$ cat config.mk
export PLATFORM = sky130hd
export DESIGN_NAME = issue_ctrl_flat
export DESIGN_NICKNAME = d
export VERILOG_FILES = /design/src/rtl/issue_pkg.sv /design/src/rtl/issue_if.sv /design/src/rtl/issue_scoreboard.sv /design/src/rtl/issue_ctrl.sv /design/src/flat_wrapper.sv
export SDC_FILE = /design/constraint.sdc
export NUM_CORES = 1
export LEC_CHECK = 0
export CAP_MARGIN = 20
export CORE_AREA = 2 2 81 83
export DETAILED_ROUTE_END_ITERATION = 8
export DIE_AREA = 0 0 83 85
export PLACE_DENSITY = 0.75
export SYNTH_ARGS = -nofsm -noshare
export SYNTH_HDL_FRONTEND = slang
export SYNTH_SLANG_ARGS = --single-unit
$ cat constraint.sdc
create_clock -name clk_i -period 3.14 [get_ports clk_i]
set_clock_uncertainty 0.15 [all_clocks]
set_input_delay 0.314 -clock clk_i [delete_from_list [all_inputs] [get_ports clk_i]]
set_output_delay 0.314 -clock clk_i [all_outputs]
set_load 0.02 [all_outputs]
$ cat src/rtl/issue_pkg.sv
// Shared types and sizes for the issue controller slice.
// Optional feature macro used by the slice: ISSUE_WB_BYPASS_EN.
package issue_pkg;

    localparam int unsigned NUM_REGS = 32;
    localparam int unsigned REG_AW   = 5;

    typedef enum logic [1:0] {
        RUN    = 2'd0,
        DRAIN  = 2'd1,
        SERIAL = 2'd2
    } state_e;

endpackage

$ cat src/rtl/issue_if.sv
// Decoder-to-issue handshake bundle: decoded instruction fields plus valid/ready.
interface issue_if;
    import issue_pkg::*;

    logic              id_valid_i;
    logic              id_ready_o;
    logic              rs1_used_i;
    logic              rs2_used_i;
    logic [REG_AW-1:0] rs1_addr_i;
    logic [REG_AW-1:0] rs2_addr_i;
    logic [REG_AW-1:0] rd_addr_i;
    logic              rd_we_i;
    logic              is_ecall_i;
    logic              is_mret_i;

    modport master (
        output id_valid_i, rs1_used_i, rs2_used_i, rs1_addr_i, rs2_addr_i,
               rd_addr_i, rd_we_i, is_ecall_i, is_mret_i,
        input  id_ready_o
    );

    modport slave (
        input  id_valid_i, rs1_used_i, rs2_used_i, rs1_addr_i, rs2_addr_i,
               rd_addr_i, rd_we_i, is_ecall_i, is_mret_i,
        output id_ready_o
    );

endinterface

$ cat src/rtl/issue_scoreboard.sv
// Pending-write scoreboard with set on issue, clear on retire.
// ISSUE_WB_BYPASS_EN: lookups ignore a bit being cleared in the same cycle.
module issue_scoreboard
    import issue_pkg::*;
(
    input  logic                clk_i,
    input  logic                rst_ni,
    input  logic                set_i,
    input  logic [REG_AW-1:0]   set_addr_i,
    input  logic                clr_i,
    input  logic [REG_AW-1:0]   clr_addr_i,
    input  logic [REG_AW-1:0]   rs1_addr_i,
    input  logic [REG_AW-1:0]   rs2_addr_i,
    input  logic [REG_AW-1:0]   rd_addr_i,
    output logic                rs1_busy_o,
    output logic                rs2_busy_o,
    output logic                rd_busy_o,
    output logic [NUM_REGS-1:0] busy_o
);

    logic [NUM_REGS-1:0] busy_q, busy_d;
    logic [NUM_REGS-1:0] set_mask, clr_mask, bsy;

    // x0 is never tracked, so bit 0 can never be set.
    always_comb begin
        set_mask = '0;
        clr_mask = '0;
        if (set_i && set_addr_i != '0) set_mask[set_addr_i] = 1'b1;
        if (clr_i && clr_addr_i != '0) clr_mask[clr_addr_i] = 1'b1;
    end

    // Set wins over clear so a same-cycle reissue to the retiring rd stays pending.
    assign busy_d = (busy_q & ~clr_mask) | set_mask;

`ifdef ISSUE_WB_BYPASS_EN
    assign bsy = busy_q & ~clr_mask;
`else
    assign bsy = busy_q;
`endif

    assign rs1_busy_o = bsy[rs1_addr_i];
    assign rs2_busy_o = bsy[rs2_addr_i];
    assign rd_busy_o  = bsy[rd_addr_i];
    assign busy_o     = busy_q;

    always_ff @(posedge clk_i or negedge rst_ni) begin
        if (!rst_ni) busy_q <= '0;
        else         busy_q <= busy_d;
    end

endmodule

$ cat src/rtl/issue_ctrl.sv
// Issue controller: hazard/in-flight/serialization gating of decoded instructions.
// ISSUE_WB_BYPASS_EN enables same-cycle writeback bypass in the scoreboard.
module issue_ctrl
    import issue_pkg::*;
#(
    parameter int unsigned MAX_INFLIGHT = 4
) (
    input  logic                                  clk_i,
    input  logic                                  rst_ni,
    issue_if.slave                                id,
    input  logic                                  flush_i,
    input  logic                                  trap_done_i,
    input  logic                                  retire_valid_i,
    input  logic                                  retire_we_i,
    input  logic [REG_AW-1:0]                     retire_rd_i,
    output logic                                  issue_o,
    output logic [NUM_REGS-1:0]                   busy_o,
    output logic [$clog2(MAX_INFLIGHT+1)-1:0]     inflight_o,
    output logic                                  serial_o
);

    localparam int unsigned      IW      = $clog2(MAX_INFLIGHT + 1);
    localparam logic [IW-1:0]    MAX_CNT = IW'(MAX_INFLIGHT);

    state_e        state_q;
    logic          serial_q;
    logic [IW-1:0] inflight_q, inflight_d;
    logic          rs1_busy, rs2_busy, rd_busy;
    logic          raw, waw, permit, ready, issue, serializing, retire_ok;

    issue_scoreboard u_sb (
        .clk_i      (clk_i),
        .rst_ni     (rst_ni),
        .set_i      (issue & id.rd_we_i),
        .set_addr_i (id.rd_addr_i),
        .clr_i      (retire_valid_i & retire_we_i),
        .clr_addr_i (retire_rd_i),
        .rs1_addr_i (id.rs1_addr_i),
        .rs2_addr_i (id.rs2_addr_i),
        .rd_addr_i  (id.rd_addr_i),
        .rs1_busy_o (rs1_busy),
        .rs2_busy_o (rs2_busy),
        .rd_busy_o  (rd_busy),
        .busy_o     (busy_o)
    );

    assign serializing = id.is_ecall_i | id.is_mret_i;
    assign raw = (id.rs1_used_i && id.rs1_addr_i != '0 && rs1_busy)
               | (id.rs2_used_i && id.rs2_addr_i != '0 && rs2_busy);
    assign waw = id.rd_we_i && id.rd_addr_i != '0 && rd_busy;

    always_comb begin
        permit = 1'b0;
        unique case (state_q)
            RUN:     permit = !serializing || inflight_q == '0;
            DRAIN:   permit = serializing && inflight_q == '0;
            SERIAL:  permit = 1'b0;
            default: permit = 1'b0;
        endcase
    end

    // Registered count gates issue, so a same-cycle retire cannot free a slot.
    assign ready = rst_ni & ~flush_i & ~raw & ~waw & (inflight_q < MAX_CNT) & permit;
    assign issue = id.id_valid_i & ready;

    assign id.id_ready_o = ready;
    assign issue_o       = issue;
    assign inflight_o    = inflight_q;
    assign serial_o      = serial_q;

    assign retire_ok = retire_valid_i && inflight_q != '0;

    always_comb begin
        inflight_d = inflight_q;
        if (issue && !retire_ok)      inflight_d = inflight_q + IW'(1);
        else if (!issue && retire_ok) inflight_d = inflight_q - IW'(1);
    end

    always_ff @(posedge clk_i or negedge rst_ni) begin
        if (!rst_ni) inflight_q <= '0;
        else         inflight_q <= inflight_d;
    end

    always_ff @(posedge clk_i or negedge rst_ni) begin
        if (!rst_ni) begin
            state_q  <= RUN;
            serial_q <= 1'b0;
        end else begin
            unique case (state_q)
                RUN: begin
                    if (id.id_valid_i && serializing && !flush_i) begin
                        if (issue) begin
                            state_q  <= SERIAL;
                            serial_q <= 1'b1;
                        end else if (inflight_q != '0) begin
                            state_q  <= DRAIN;
                            serial_q <= 1'b1;
                        end
                    end
                end
                DRAIN: begin
                    if (flush_i) begin
                        state_q  <= RUN;
                        serial_q <= 1'b0;
                    end else if (issue) begin
                        state_q  <= SERIAL;
                        serial_q <= 1'b1;
                    end
                end
                SERIAL: begin
                    if (trap_done_i) begin
                        state_q  <= RUN;
                        serial_q <= 1'b0;
                    end
                end
                default: begin
                    state_q  <= RUN;
                    serial_q <= 1'b0;
                end
            endcase
        end
    end

    a_no_retire_underflow: assert property (
        @(posedge clk_i) disable iff (!rst_ni) retire_valid_i |-> inflight_q != '0
    );

endmodule

$ cat src/flat_wrapper.sv
// flat-port wrapper written by rule: the top's interface ports become plain ports
module issue_ctrl_flat import issue_pkg::*;
#(
    parameter int unsigned MAX_INFLIGHT = 4
)
  (clk_i, rst_ni, flush_i, trap_done_i, retire_valid_i, retire_we_i, retire_rd_i, issue_o, busy_o, inflight_o, serial_o, id_id_valid_i, id_rs1_used_i, id_rs2_used_i, id_rs1_addr_i, id_rs2_addr_i, id_rd_addr_i, id_rd_we_i, id_is_ecall_i, id_is_mret_i, id_id_ready_o);
  issue_if id_i ();
  input  logic clk_i;
  input  logic rst_ni;
  input  logic flush_i;
  input  logic trap_done_i;
  input  logic retire_valid_i;
  input  logic retire_we_i;
  input  logic [REG_AW-1:0] retire_rd_i;
  output logic issue_o;
  output logic [NUM_REGS-1:0] busy_o;
  output logic [$clog2(MAX_INFLIGHT+1)-1:0] inflight_o;
  output logic serial_o;
  input wire logic [$bits(id_i.id_valid_i)-1:0] id_id_valid_i;
  input wire logic [$bits(id_i.rs1_used_i)-1:0] id_rs1_used_i;
  input wire logic [$bits(id_i.rs2_used_i)-1:0] id_rs2_used_i;
  input wire logic [$bits(id_i.rs1_addr_i)-1:0] id_rs1_addr_i;
  input wire logic [$bits(id_i.rs2_addr_i)-1:0] id_rs2_addr_i;
  input wire logic [$bits(id_i.rd_addr_i)-1:0] id_rd_addr_i;
  input wire logic [$bits(id_i.rd_we_i)-1:0] id_rd_we_i;
  input wire logic [$bits(id_i.is_ecall_i)-1:0] id_is_ecall_i;
  input wire logic [$bits(id_i.is_mret_i)-1:0] id_is_mret_i;
  output wire logic [$bits(id_i.id_ready_o)-1:0] id_id_ready_o;
  assign id_i.id_valid_i = id_id_valid_i;
  assign id_i.rs1_used_i = id_rs1_used_i;
  assign id_i.rs2_used_i = id_rs2_used_i;
  assign id_i.rs1_addr_i = id_rs1_addr_i;
  assign id_i.rs2_addr_i = id_rs2_addr_i;
  assign id_i.rd_addr_i = id_rd_addr_i;
  assign id_i.rd_we_i = id_rd_we_i;
  assign id_i.is_ecall_i = id_is_ecall_i;
  assign id_i.is_mret_i = id_is_mret_i;
  assign id_id_ready_o = id_i.id_ready_o;
  issue_ctrl #(.MAX_INFLIGHT(MAX_INFLIGHT)) u_core (.clk_i(clk_i), .rst_ni(rst_ni), .id(id_i), .flush_i(flush_i), .trap_done_i(trap_done_i), .retire_valid_i(retire_valid_i), .retire_we_i(retire_we_i), .retire_rd_i(retire_rd_i), .issue_o(issue_o), .busy_o(busy_o), .inflight_o(inflight_o), .serial_o(serial_o));
endmodule
Word level (Yosys, flattened, before mapping)
Cells that the tools add are included.
{"block": "totals", "input_bits": 32, "out_inout_bits": 38, "word_cells": 94, "register_bits": 38}
{"block": "classes", "n_addsub": 2, "muxes": 29, "bitwise_logic": 16, "n_reduce_logical": 30, "order_cmp": 7, "n_eq_ne": 6}
{"operator": "$mux 32", "n": 2}
{"operator": "$and 32x32->32", "n": 1}
{"operator": "$not 32->32", "n": 1}
{"operator": "$or 32x32->32", "n": 1}
{"operator": "$lt 5x6->1 const B", "n": 4}
{"operator": "$reduce_bool 5->1", "n": 4}
{"operator": "$logic_and 1x1->1", "n": 16}
{"operator": "$bmux 1 s5", "n": 3}
{"operator": "$mux 2", "n": 6}
{"operator": "$mux 1", "n": 11}
{"operator": "$demux 1 s5", "n": 2}
{"operator": "$ge 5x1->1 const B", "n": 2}
{"operator": "$and 1x1->1", "n": 8}
{"operator": "$mux 3", "n": 2}
{"operator": "$pmux 2 s3", "n": 1}
{"operator": "$logic_not 1->1", "n": 4}
{"operator": "$reduce_and 4->1", "n": 1}
{"operator": "$add 3x1->3 const B", "n": 1}
{"operator": "$logic_not 3->1", "n": 1}
{"operator": "$lt 3x3->1 const B", "n": 1}
{"operator": "$ne 3x1->1 const B", "n": 1}
{"operator": "$ne 3x2->1 const B", "n": 1}
{"operator": "$not 1->1", "n": 3}
{"operator": "$pmux 1 s3", "n": 1}
{"operator": "11 further kinds", "n": 12}

Logic depth before layout (Yosys ltp)
{"block": "depth", "depth_word": 14, "depth_mapped": 15, "ltp_nobuf": 12}

Hierarchy
A second synthesis with hierarchy kept.
{"block": "unflattened", "hier_cells": 299, "hier_area_um2": 2752.6}
{"module": "issue_scoreboard", "area_per_inst_um2": 2298.5, "cells_each": 256, "seq_area_each_um2": 800.8, "n_inst": 1}
{"module": "issue_ctrl", "area_per_inst_um2": 454.2, "cells_each": 43, "seq_area_each_um2": 150.1, "n_inst": 1}

Worst setup path before layout
No wires, ideal clock.
{"block": "synth_path", "path_type": "input to register", "from": "input port id_rs1_addr_i[0]", "to": "register u_core.inflight_q[2] (netlist: u_core.inflight_o[2])", "setup_ns": 0.080, "required_time_ns": 2.910, "n_path_buf": 3, "cell_stages": 15, "arrival_time_ns": 3.526, "slack_ns": -0.615, "cell_sequence": "buf_6 -> mux4_1 -> mux4_2 -> nor2_2 -> o41ai_1 -> or4b_1 -> buf_6 -> buf_6 -> inv_1 -> ha_1 -> inv_1 -> fa_1 -> xor2_1 -> nor2_1 -> xor2_1"}
{"block": "synth_between", "elab_chain_cells": 13, "word_cells_on_any_way": 17, "cone_classes": "mux: 3; bitwise: 7; reduce/logical: 7"}
{"item": "start: declaration", "line": "flat_wrapper.sv:22", "rtl": "input wire logic [$bits(id_i.rs1_addr_i)-1:0] id_rs1_addr_i;"}
{"item": "$bmux 1 s5 / $reduce_bool 5->1 (equally long branches)", "line": "issue_scoreboard.sv:41, issue_ctrl.sv:48"}
{"item": "$mux 1 (not written as such) / $logic_and 1x1->1 (equally long branches)", "line": "issue_scoreboard.sv:41, issue_ctrl.sv:48"}
{"item": "$logic_and 1x1->1 (*)", "line": "issue_ctrl.sv:48", "rtl": "assign raw = (id.rs1_used_i && id.rs1_addr_i != '0 && rs1_busy)"}
{"item": "$or 1x1->1 (*)", "line": "issue_ctrl.sv:49", "rtl": "| (id.rs2_used_i && id.rs2_addr_i != '0 && rs2_busy);"}
{"item": "$not 1->1 (*)", "line": "issue_ctrl.sv:63", "rtl": "assign ready = rst_ni & ~flush_i & ~raw & ~waw & (inflight_q < MAX_CNT) & permit;"}
{"item": "$and 1x1->1 (*) (4 in a row)", "line": "issue_ctrl.sv:63"}
{"item": "$and 1x1->1 (*)", "line": "issue_ctrl.sv:64", "rtl": "assign issue = id.id_valid_i & ready;"}
{"item": "named net issue_o", "line": "flat_wrapper.sv:15", "rtl": "output logic issue_o;"}
{"item": "$logic_not 1->1", "line": "issue_ctrl.sv:76", "rtl": "else if (!issue && retire_ok) inflight_d = inflight_q - IW'(1);"}
{"item": "$logic_and 1x1->1", "line": "issue_ctrl.sv:76"}
{"item": "$reduce_bool 2->1 (no line)"}
{"item": "end signal: assignment", "line": "issue_ctrl.sv:81", "rtl": "else inflight_q <= inflight_d;"}
{"item": "end: declaration", "line": "issue_ctrl.sv:27", "rtl": "logic [IW-1:0] inflight_q, inflight_d;"}
Mark *: on every way through the listed nets, which the timed path passes. The rest lies on a longest branch. The select of a mux whose other input is x is not followed.
A chain may end at the register's enable or synchronous reset.

Worst setup path after layout
{"block": "layout_path", "from": "input port id_rd_addr_i[1]", "to": "register u_core.inflight_q[2] (netlist: u_core.inflight_o[2])"}
{"block": "layout_between", "elab_chain_cells": 11, "word_cells_on_any_way": 15, "cone_classes": "mux: 3; bitwise: 5; reduce/logical: 7"}
{"item": "start: declaration", "line": "flat_wrapper.sv:24", "rtl": "input wire logic [$bits(id_i.rd_addr_i)-1:0] id_rd_addr_i;"}
{"item": "$bmux 1 s5 / $reduce_bool 5->1 (equally long branches)", "line": "issue_scoreboard.sv:43, issue_ctrl.sv:50"}
{"item": "$mux 1 (not written as such) / $logic_and 1x1->1 (equally long branches)", "line": "issue_scoreboard.sv:43, issue_ctrl.sv:50"}
{"item": "$logic_and 1x1->1 (*)", "line": "issue_ctrl.sv:50", "rtl": "assign waw = id.rd_we_i && id.rd_addr_i != '0 && rd_busy;"}
{"item": "$not 1->1 (*)", "line": "issue_ctrl.sv:63"}
{"item": "$and 1x1->1 (*) (3 in a row)", "line": "issue_ctrl.sv:63"}
{"item": "$and 1x1->1 (*)", "line": "issue_ctrl.sv:64"}
{"item": "$logic_not 1->1", "line": "issue_ctrl.sv:76"}
{"item": "$logic_and 1x1->1", "line": "issue_ctrl.sv:76"}
{"item": "$reduce_bool 2->1 (no line)"}
Every way passes the cells marked *; elsewhere a longest branch is shown, timed or not. The select of a mux whose other input is x is not followed.

==> impl_metrics.json <==
{
  "run_status": "finished, violations left",
  "violated_checks": "hold timing, setup timing",
  "routedWlPerCell_um": 21.07,
  "hp-class": "input pin to async pin",
  "power.leakage_uw": 0.001700,
  "timing.final.crit_period_ps": 3373,
  "cp_depth": 14,
  "layout_worst_path_cycle_share_pct": 107.4,
  "crit_path_start_kind": "input pin",
  "synthDominantCellAreaShare_pct": 35.48,
  "postCtsHoldBufs": 0,
  "detailedRoute.firstIterationViolations": 217,
  "groute.usage.overall_pct": 27.97,
  "initial_core_util_pct": 43.19,
  "timing.critical_path.cells": "dlygate4sd2_1 -> bufbuf_16 -> mux2i_1 -> o22ai_1 -> nor4_2 -> o22ai_2 -> or4b_4 -> clkinvlp_4 -> ha_4 -> inv_2 -> fa_2 -> xor2_1 -> nor2_1 -> xor2_1",
  "synth_seq_cells": 38,
  "vdd_ir_drop_max_v": 0.0002348,
  "chipWidth_um": 83,
  "cp.required_ps": 3170,
  "post_route_cells_drive_above_1_share_pct": 35.26,
  "via_count_normalized_by_instance_count": 6.164,
  "worst-slew-pin-transition_ps": 529.6,
  "die-area_um2": 7055,
  "number_of_enable_flip_flop_cells_after_synthesis": 0,
  "finalPower_uw": 1632,
  "final_antenna_net_count": 0,
  "place.detailed.hpwl_um": 7226,
  "core_um2": 6205,
  "clock_tree.root_cell": "sky130_fd_sc_hd__clkbuf_8",
  "postSynth.asyncResetShare_pct": 100.0,
  "place.gp.congestion": 0.9786,
  "power_density_nw_per_um2": 397.0,
  "clk_pin_slew_worst_paths_ps": 90,
  "final_nets": 413,
  "first_pass_grt_wire_length_um": 15330,
  "distinct_cells_synth": 44,
  "detail_route.wirelength_um": 9629,
  "ys_top_cells_by_area": "sky130_fd_sc_hd__dfrtp_1, sky130_fd_sc_hd__mux4_2, sky130_fd_sc_hd__mux2i_1",
  "cts-buffers-inserted": 5,
  "clock_tree.htree_level_count": 2,
  "critical_path_buf_inv_count": 4,
  "pin_count_of_the_biggest_net_entering_global_routing": 39,
  "fin_setup_tns_ps": -605.6,
  "fin_worst_hold_slack_ps": -15.22,
  "portBuffers": 69,
  "critical_path.slowest_cell": "sky130_fd_sc_hd__or4b_4",
  "synthToLayoutAreaGrowth_pct": 53.41,
  "finish.utilization_pct": 66.26,
  "final_setup_violation_count": 3,
  "setup.worst_path.class": "input pin to flop",
  "drt_pass1_iterations": 5,
  "post_syn_nets": 287,
  "worst-path-max-fanout": 8,
  "syn_avg_cell_area_um2": 10.59,
  "cts-root-to-sink-buffers": 2,
  "crit_path_setup_slack_layout_ps": -233.4,
  "floorplan.rows": 29,
  "final-max-slew-violation-count": 0,
  "post-route-drc-count": 0,
  "maxClockFrequency_mhz": 296.4,
  "synth_top_area_cell": "sky130_fd_sc_hd__dfrtp_1",
  "detailed_route_via_count": 2817,
  "boundaryPins": 70,
  "synth_ff_type": "sky130_fd_sc_hd__dfrtp_1",
  "timing.max_slew.rel_slack_pct": 64.23,
  "critPathMostFrequentCell": "sky130_fd_sc_hd__xor2_1",
  "grt_remaining_overflow": 0,
  "path_delay_family": "simple AND/OR/NAND/NOR gates",
  "post-synth-top-count-cell": "sky130_fd_sc_hd__dfrtp_1",
  "tritoncts": "built",
  "finalHoldViolCount": 21,
  "worst_r2r_path_depth": 12,
  "yosys-top-cells-count": "sky130_fd_sc_hd__dfrtp_1, sky130_fd_sc_hd__o21ai_0, sky130_fd_sc_hd__mux2i_1",
  "first_global_vias": 2733,
  "synth.cell_area_um2": 2680,
  "worst_path_largest_cell_delay_ps": 570,
  "kind_of_end_point_of_the_critical_path": "flop",
  "antenna_cells_inserted": 0,
  "max_cap_violations": 0,
  "syn_inst": 253,
  "critical_path_arrival_ps": 3400,
  "synthesis.yosys.warnings": 0,
  "synth-seq-area-share_pct": 35.48,
  "grt_setup_unrepaired": "yes",
  "numClockSinks": 38,
  "antenna_violations_before_repair": 0,
  "source_to_sink_clock_delay_at_the_later_pin_of_the_worst_skew_pair_ps": 300,
  "die_h_um": 85
}
## kinds of logic after synthesis
kind of cell               count (synthesis)  synth area share, %
adders and majority gates                  2                1.214
xor gates and xnor gates                   3               0.9806
AOI/OAI and AO/OA                         87                22.60
buffers and inverters                     24                4.808
DFF                                       38                35.48
muxes                                     41                21.71
and+or+nand+nor                           58                13.21
## final timing paths
| kind | endpoint | startpoint | slack [ps] |
|---|---|---|---|
| max | u_core.inflight_o[2] | id_rd_addr_i[1] | -230 |
| min in group clk_i | u_core.u_sb.busy_o[0] | u_core.u_sb.busy_o[0] | 370 |
| max reg2reg | u_core.inflight_o[2] | u_core.u_sb.busy_o[21] | -180 |
| min reg2reg | u_core.u_sb.busy_o[0] | u_core.u_sb.busy_o[0] | 370 |
| min | u_core.u_sb.busy_o[9] | rst_ni | -20 |
| max in group asynchronous | u_core.u_sb.busy_o[30] | rst_ni | 2480 |
## registers in the layout, summed over array words and instances (netlist names)
| signal | cells |
|---|---|
| u_core.serial_o | 1 |
| u_core.u_sb.busy_o | 32 |
| u_core.inflight_o | 3 |
| u_core.state_q | 2 |
## power by group
part / total, µW / switching (µW) / internal, µW
sequential: 587 / 49.3 / 537
combinational: 542 / 256 / 285
clock: 504 / 186 / 318
## through the flow
stage	std cells	setup slack, ps	area, µm²
2_1_floorplan	253	-468.6	2723
3_3_place_gp	446	-821.3	3901
3_5_place_dp	446	-855.4	3901
4_1_cts	456	-160.9	4095
5_1_grt	457	-295.3	4111
6_report	457	-233.4	4111
## final cells by class
class | count | area, µm²
well taps | 77 | 96.34
inverters | 6 | 26.28
repair buffers | 137 | 1236
clock inverters | 3 | 68.82
fillers | 457 | 2093
multi-input cells | 191 | 1650
clock buffers | 5 | 68.82
flip-flops and latches | 38 | 964.7
## repair_timing
action,4_1_cts,5_1_grt
pin swaps,5,1
cloned,1,0
resized for setup,13,6
hold endpoints to repair,0,0
setup endpoints to repair,39,4
buffers inserted,1,1
## layout by cell type, fill, tap and decap left out, types with 3 or more instances in the layout
cell type,synthesis,layout
sky130_fd_sc_hd__mux2_2,4,3
sky130_fd_sc_hd__or3_1,3,3
sky130_fd_sc_hd__nand2_1,8,8
sky130_fd_sc_hd__nand2b_1,3,3
sky130_fd_sc_hd__inv_1,6,4
sky130_fd_sc_hd__clkbuf_8,0,5
sky130_fd_sc_hd__dfrtp_1,38,27
sky130_fd_sc_hd__o22ai_1,9,8
sky130_fd_sc_hd__o31ai_2,8,8
sky130_fd_sc_hd__or3b_2,6,6
sky130_fd_sc_hd__o21ai_0,34,34
sky130_fd_sc_hd__mux4_2,12,13
sky130_fd_sc_hd__mux2i_1,24,24
sky130_fd_sc_hd__dlygate4sd2_1,0,4
sky130_fd_sc_hd__nand3b_1,9,9
sky130_fd_sc_hd__buf_4,0,65
sky130_fd_sc_hd__nand3_1,4,4
sky130_fd_sc_hd__o31ai_1,23,23
sky130_fd_sc_hd__dfrtp_2,0,11
sky130_fd_sc_hd__clkdlybuf4s50_1,0,61
sky130_fd_sc_hd__a21oi_1,3,3
sky130_fd_sc_hd__nor2_1,8,8
## layer usage
layer  global-route usage (%)  vias up  share of wire (%)
li1                         -     1257                  -
met1                    39.77     1346                 43
met2                    43.91      186                 46
met3                    4.864       28                8.6
met4                    8.793        0                2.5
met5                        0        -                  0
## worst register-to-register path: cells and delay by family, from the launching register on
kind | cells | cell delay, ps
DFF | 1 | 430
and+or+nand+nor | 3 | 690
xor gates and xnor gates | 2 | 320
adders and majority gates | 2 | 450
buffers and inverters | 2 | 140
AOI/OAI and AO/OA | 1 | 60
muxes | 2 | 960
(Power assumes the default switching activity.)
